--- src/rtl/mips_shift_pkg.sv ---
// rtl/mips_shift_pkg.sv - shared mode constants and FSM encoding for the iterative shifter
//
// Purpose: one place for the shift-mode codes (as driven on Mode) and the
// controller state encoding, so the datapath step and the controller agree.
// Ports: none (package).

package mips_shift_pkg;

  // Shift mode codes carried on Mode and held in the captured mode register.
  localparam logic [1:0] SHIFT_SLL  = 2'b00;
  localparam logic [1:0] SHIFT_SRL  = 2'b01;
  localparam logic [1:0] SHIFT_SRA  = 2'b10;
  localparam logic [1:0] SHIFT_ROTR = 2'b11;

  // Controller states. 2'b11 is unreachable and recovers to IDLE.
  typedef enum logic [1:0] {
    IDLE  = 2'b00,
    SHIFT = 2'b01,
    DONE  = 2'b10
  } state_t;

  // Bits needed to hold a per-cycle shift amount in the range 0..step.
  function automatic int amt_width(input int step);
    return $clog2(step + 1);
  endfunction

endpackage

--- src/rtl/shift_step.sv ---
// rtl/shift_step.sv - one combinational shift of 0..STEP bits in a selected mode
//
// Purpose: the single shift stage reused every SHIFT cycle. Small STEP keeps
// the shifter mux tree narrow; the controller iterates it to reach Shamt.
// Ports:
//   data   in   WIDTH  working value to shift
//   amt    in   AMT_W  bits to shift this cycle, 0..STEP
//   mode   in   2      SLL / SRL / SRA / ROTR code
//   result out  WIDTH  shifted value

module shift_step
  import mips_shift_pkg::*;
#(
  parameter int WIDTH = 32,
  parameter int STEP  = 1,
  localparam int AMT_W = amt_width(STEP)
) (
  input  logic [WIDTH-1:0] data,
  input  logic [AMT_W-1:0] amt,
  input  logic [1:0]       mode,
  output logic [WIDTH-1:0] result
);

  // One extra bit so the complementary rotate amount can reach WIDTH itself.
  localparam int BACK_W = $clog2(WIDTH) + 1;

  logic [BACK_W-1:0] back_amt;

  always_comb begin
    // For amt = 0 this equals WIDTH, and a shift by WIDTH yields zero, so the
    // rotate collapses cleanly to data with no special case.
    back_amt = BACK_W'(WIDTH) - BACK_W'(amt);

    result = data;
    case (mode)
      SHIFT_SLL:  result = data << amt;
      SHIFT_SRL:  result = data >> amt;
      // The working MSB is still the captured sign bit on every step, since
      // each arithmetic step copies it back into the top positions.
      SHIFT_SRA:  result = $signed(data) >>> amt;
      SHIFT_ROTR: result = (data >> amt) | (data << back_amt);
      default:    result = data;
    endcase
  end

endmodule

--- src/rtl/iterative_shifter.sv ---
// rtl/iterative_shifter.sv - multi-cycle SLL/SRL/SRA/ROTR unit with Start/Done handshake
//
// Purpose: shifts an operand by Shamt in up to STEP bits per cycle so a narrow
// shifter can replace a full barrel shifter in the EX stage.
// Ports:
//   Clk    in   1        rising-edge clock
//   Rst_n  in   1        synchronous active-low reset
//   Start  in   1        request, sampled only in IDLE
//   Mode   in   2        shift mode, captured with Start
//   In     in   WIDTH    operand, captured with Start
//   Shamt  in   SHAMT_W  shift amount, captured with Start
//   Busy   out  1        high in SHIFT and DONE
//   Done   out  1        one-cycle pulse, Out valid
//   Out    out  WIDTH    result register, held until next completion or reset

module iterative_shifter
  import mips_shift_pkg::*;
#(
  parameter int WIDTH = 32,
  parameter int STEP  = 1,
  localparam int SHAMT_W = $clog2(WIDTH)
) (
  input  logic               Clk,
  input  logic               Rst_n,
  input  logic               Start,
  input  logic [1:0]         Mode,
  input  logic [WIDTH-1:0]   In,
  input  logic [SHAMT_W-1:0] Shamt,
  output logic               Busy,
  output logic               Done,
  output logic [WIDTH-1:0]   Out
);

  localparam int AMT_W = amt_width(STEP);
  // Compare width wide enough to hold STEP, which may equal WIDTH.
  localparam int CMP_W = SHAMT_W + 1;

  state_t state_q, state_d;

  logic [WIDTH-1:0]   work_q;
  logic [SHAMT_W-1:0] rem_q;
  logic [1:0]         mode_q;
  logic [WIDTH-1:0]   out_q;

  logic [CMP_W-1:0]   rem_ext;
  logic [CMP_W-1:0]   k_full;
  logic [AMT_W-1:0]   step_amt;
  logic [SHAMT_W-1:0] rem_next;
  logic [WIDTH-1:0]   step_result;

  // k = min(STEP, remaining); the final step may be shorter than STEP.
  always_comb begin
    rem_ext  = {1'b0, rem_q};
    k_full   = (rem_ext >= CMP_W'(STEP)) ? CMP_W'(STEP) : rem_ext;
    step_amt = AMT_W'(k_full);
    rem_next = rem_q - SHAMT_W'(k_full);
  end

  shift_step #(
    .WIDTH (WIDTH),
    .STEP  (STEP)
  ) u_step (
    .data   (work_q),
    .amt    (step_amt),
    .mode   (mode_q),
    .result (step_result)
  );

  always_ff @(posedge Clk) begin
    if (!Rst_n) begin
      state_q <= IDLE;
    end else begin
      state_q <= state_d;
    end
  end

  always_comb begin
    state_d = state_q;
    case (state_q)
      IDLE: begin
        if (Start) begin
          state_d = (Shamt != '0) ? SHIFT : DONE;
        end
      end
      SHIFT: begin
        if (rem_next == '0) begin
          state_d = DONE;
        end
      end
      DONE:    state_d = IDLE;
      default: state_d = IDLE;
    endcase
  end

  always_ff @(posedge Clk) begin
    if (!Rst_n) begin
      work_q <= '0;
      rem_q  <= '0;
      mode_q <= SHIFT_SLL;
      out_q  <= '0;
    end else begin
      case (state_q)
        IDLE: begin
          if (Start) begin
            work_q <= In;
            rem_q  <= Shamt;
            mode_q <= Mode;
            // Zero shift skips SHIFT entirely, so the result is the operand.
            if (Shamt == '0) begin
              out_q <= In;
            end
          end
        end
        SHIFT: begin
          work_q <= step_result;
          rem_q  <= rem_next;
          if (rem_next == '0) begin
            out_q <= step_result;
          end
        end
        default: begin
        end
      endcase
    end
  end

  // Decoded from state only, so no input reaches an output combinationally.
  assign Busy = (state_q != IDLE);
  assign Done = (state_q == DONE);
  assign Out  = out_q;

endmodule

--- config.mk ---
export PLATFORM = sky130hd
export DESIGN_NAME = iterative_shifter
export DESIGN_NICKNAME = d
export VERILOG_FILES = /design/src/rtl/mips_shift_pkg.sv /design/src/rtl/shift_step.sv /design/src/rtl/iterative_shifter.sv
export SDC_FILE = /design/constraint.sdc
export NUM_CORES = 1
export LEC_CHECK = 0
export CAP_MARGIN = 20
export CORE_ASPECT_RATIO = 1.2
export CORE_UTILIZATION = 36
export CTS_CLUSTER_SIZE = 25
export DETAILED_ROUTE_END_ITERATION = 8
export PLACE_DENSITY = 0.57
export SLEW_MARGIN = 20
export SYNTH_ARGS = -nofsm -noshare
export SYNTH_HDL_FRONTEND = slang
export SYNTH_SLANG_ARGS = --single-unit
--- constraint.sdc ---
create_clock -name Clk -period 3.8 [get_ports Clk]
set_input_delay 0.57 -clock Clk [delete_from_list [all_inputs] [get_ports Clk]]
set_output_delay 0.57 -clock Clk [all_outputs]
set_load 0.005 [all_outputs]
==> reports/metrics.yaml <==
fin_setup_tns_ns: 0
syn_area_per_cell_um2: 7.79
cts_root_buf: "clkbuf_16"
cts_setup_buffers: 0
critPathBufInv: 1
cts-buffers-inserted: 9
die-area_mm2: 0.0125
path_common_cell: "nand2b_1"
hold_viol_final: 0
wl_per_cell_um: 17.5
first_iter_violations: 305
fin_crit_ns: 2.95
place_area_mm2: 0.00511
leakagePower_nw: 1.84
yosys-top-cells-area: "dfxtp_1 (34%), o211ai_1 (8.6%), o21ai_0 (7.8%)"
path_class: "register to register"
clock-sinks: 73
timing.hold.ws_ns: 0.526
status: "complete, no violations"
grt_setup_unrepaired: "false"
drc: 0
gp_congestion: 0.778
synth_top_area_frac: 0.337
yosys.cell_count.top_type: "dfxtp_1"
die_h_um: 122
routed_wl_um: 13100
required_ns: 4.06
start_util: 0.372
via_count: 4404
htree_levels: 3
yosysWarnings: 0
endpoint_kind: "register"
drtPass1Iterations: 7
vias_per_cell: 5.88
p_per_area_mw_per_mm2: 450
yosysTopAreaCell: "dfxtp_1"
ctsResizeCount: 0
grt-ovfl-total: 0
slew_violations: 0
synth_ff_type: "dfxtp_1"
holdCritPathClass: "register to register"
syn_area_mm2: 0.00434
crit_arrival_ns: 3.21
syn_to_final_growth_pct: 23.9
fin_area_mm2: 0.00538
cts_hold_buf: 0
ir_drop_mv: 0.181
path_cells: "nor4_1 -> nand2b_1 -> nand2b_1 -> ha_1 -> and4_1 -> buf_4 -> o311ai_0 -> a31oi_1"
grt_max_degree: 48
startpoint_type: "register"
num_rows: 43
synth_nets: 600
antenna_left: 0
crit_family: "simple AND/OR/NAND/NOR gates"
grt_pass1_wl_um: 21200
portBuffers: 75
worstPathMaxFanout: 19
grt_usage: 0.216
syn_inst: 557
io_pins: 76
diodes: 0
synth_common_cells: "dfxtp_1 (73), nand2_1 (69), o21ai_0 (68)"
dieWidth_um: 102
worst_slew_pin_slew_ns: 0.800
yosysSeqAreaShare: 0.337
max-slew-margin-rel: 0.467
clock_skew_ns: 0.00500
synth_edf_count: 0
slowest_stage: "and4_1"
grt_pass1_vias: 4155
drv_cap: 0
layout-drive-gt1-share: 0.111
clock.fmax_mhz: 339
core_mm2: 0.0117
ys_types: 38
clkTransAtPathRegs_ns: 0.06
setup_viol: 0
insertion_delay_ns: 0.34
nNetsFinal: 633
async_flop_share: 0
timing.final.crit_share: 0.777
worst_path_largest_cell_delay_ns: 0.74
cts_tree: "yes"
synth_seq_cells: 73
dp_hpwl_um: 8040
clk_path_buf_depth: 2
grt_antenna_before_repair: 0
## worst register-to-register path: stages, from the launching register on
cell and delay (ns):
dfxtp_1 0.38, nor4_1 0.54, nand2b_1 0.14, nand2b_1 0.10, ha_1 0.23, and4_1 0.74, buf_4 0.34, o311ai_0 0.17
a31oi_1 0.23
## area by class of cell
type,count,area [µm²]
multi-input combinational,412,2580
clock buffer,13,270
sequential,73,1460
inverter,4,15.0
fill,1201,6300
tap,157,196
timing repair buffer,90,858
## stage by stage
stage / power, mW / setup WS, ns / cells / utilization
global route: 2.55 / 0.639 / 749 / 0.461
floorplan: 1.42 / 1.37 / 557 / -
CTS: 2.43 / 0.917 / 749 / 0.461
detailed placement: 1.63 / 0.935 / 736 / 0.438
finish: 2.42 / 0.848 / 749 / 0.461
global placement: 1.62 / 1.13 / 736 / 0.438
## state kept, by name (all words and copies together), names as in the netlist
name and cells:
Out 32, mode_q 2, rem_q 5, state_q 2, work_q 32
## report_power, final
part           switching (mW)  total (mW)  internal [mW]
clock network           0.321       0.806          0.485
logic                   0.373       0.678          0.305
registers              0.0867       0.938          0.851
total                   0.780        2.42           1.64
## cells by family after synthesis
| group | Yosys count | share of synthesized area |
|---|---|---|
| AOI/OAI and AO/OA | 246 | 0.380 |
| DFF | 73 | 0.337 |
| adders and majority gates | 1 | 0.00288 |
| and+or+nand+nor | 160 | 0.196 |
| muxes | 5 | 0.0115 |
| buffers and inverters | 72 | 0.0729 |
## cell usage in the layout, fill, tap and decap left out, types with 2 or more instances in the layout
| master | netlist | routed |
|---|---|---|
| clkbuf_16 | 0 | 9 |
| o221a_1 | 3 | 3 |
| inv_1 | 4 | 4 |
| nand2b_1 | 30 | 30 |
| mux2i_1 | 5 | 5 |
| nor4_1 | 3 | 3 |
| a21boi_0 | 2 | 2 |
| a21oi_1 | 20 | 19 |
| a31oi_1 | 52 | 52 |
| o31ai_1 | 6 | 6 |
| or3b_2 | 25 | 25 |
| nor2_1 | 19 | 18 |
| o21ai_0 | 68 | 68 |
| clkdlybuf4s50_1 | 0 | 74 |
| o211ai_1 | 50 | 50 |
| o311ai_0 | 26 | 26 |
| nand3_1 | 3 | 3 |
| nand2_1 | 69 | 69 |
| dfxtp_1 | 73 | 73 |
| nor3b_1 | 3 | 3 |
| clkbuf_8 | 0 | 3 |
| a211oi_1 | 4 | 4 |
| buf_4 | 0 | 15 |
| o221a_2 | 7 | 7 |
| o221ai_1 | 3 | 3 |
## worst paths after layout
| path | startpoint | to | slack (ns) | cells after the start |
|---|---|---|---|---|
| setup / recovery | rem_q[1] | Out[27] | 0.85 | 8 |
| hold / removal | Out[5] | Out[5] | 0.53 | 1 |
| setup reg to reg | rem_q[1] | Out[27] | 0.85 | 8 |
| hold reg to reg | Out[5] | Out[5] | 0.53 | 1 |
## metal layers
metal	global-route usage	share of wire	wire, µm
met1	0.290	0.48	6220
met2	0.348	0.47	6170
met3	0.0404	0.037	487
met4	0.0661	0.016	211
met5	0	0	0
Power figures use the tool's default switching activity.
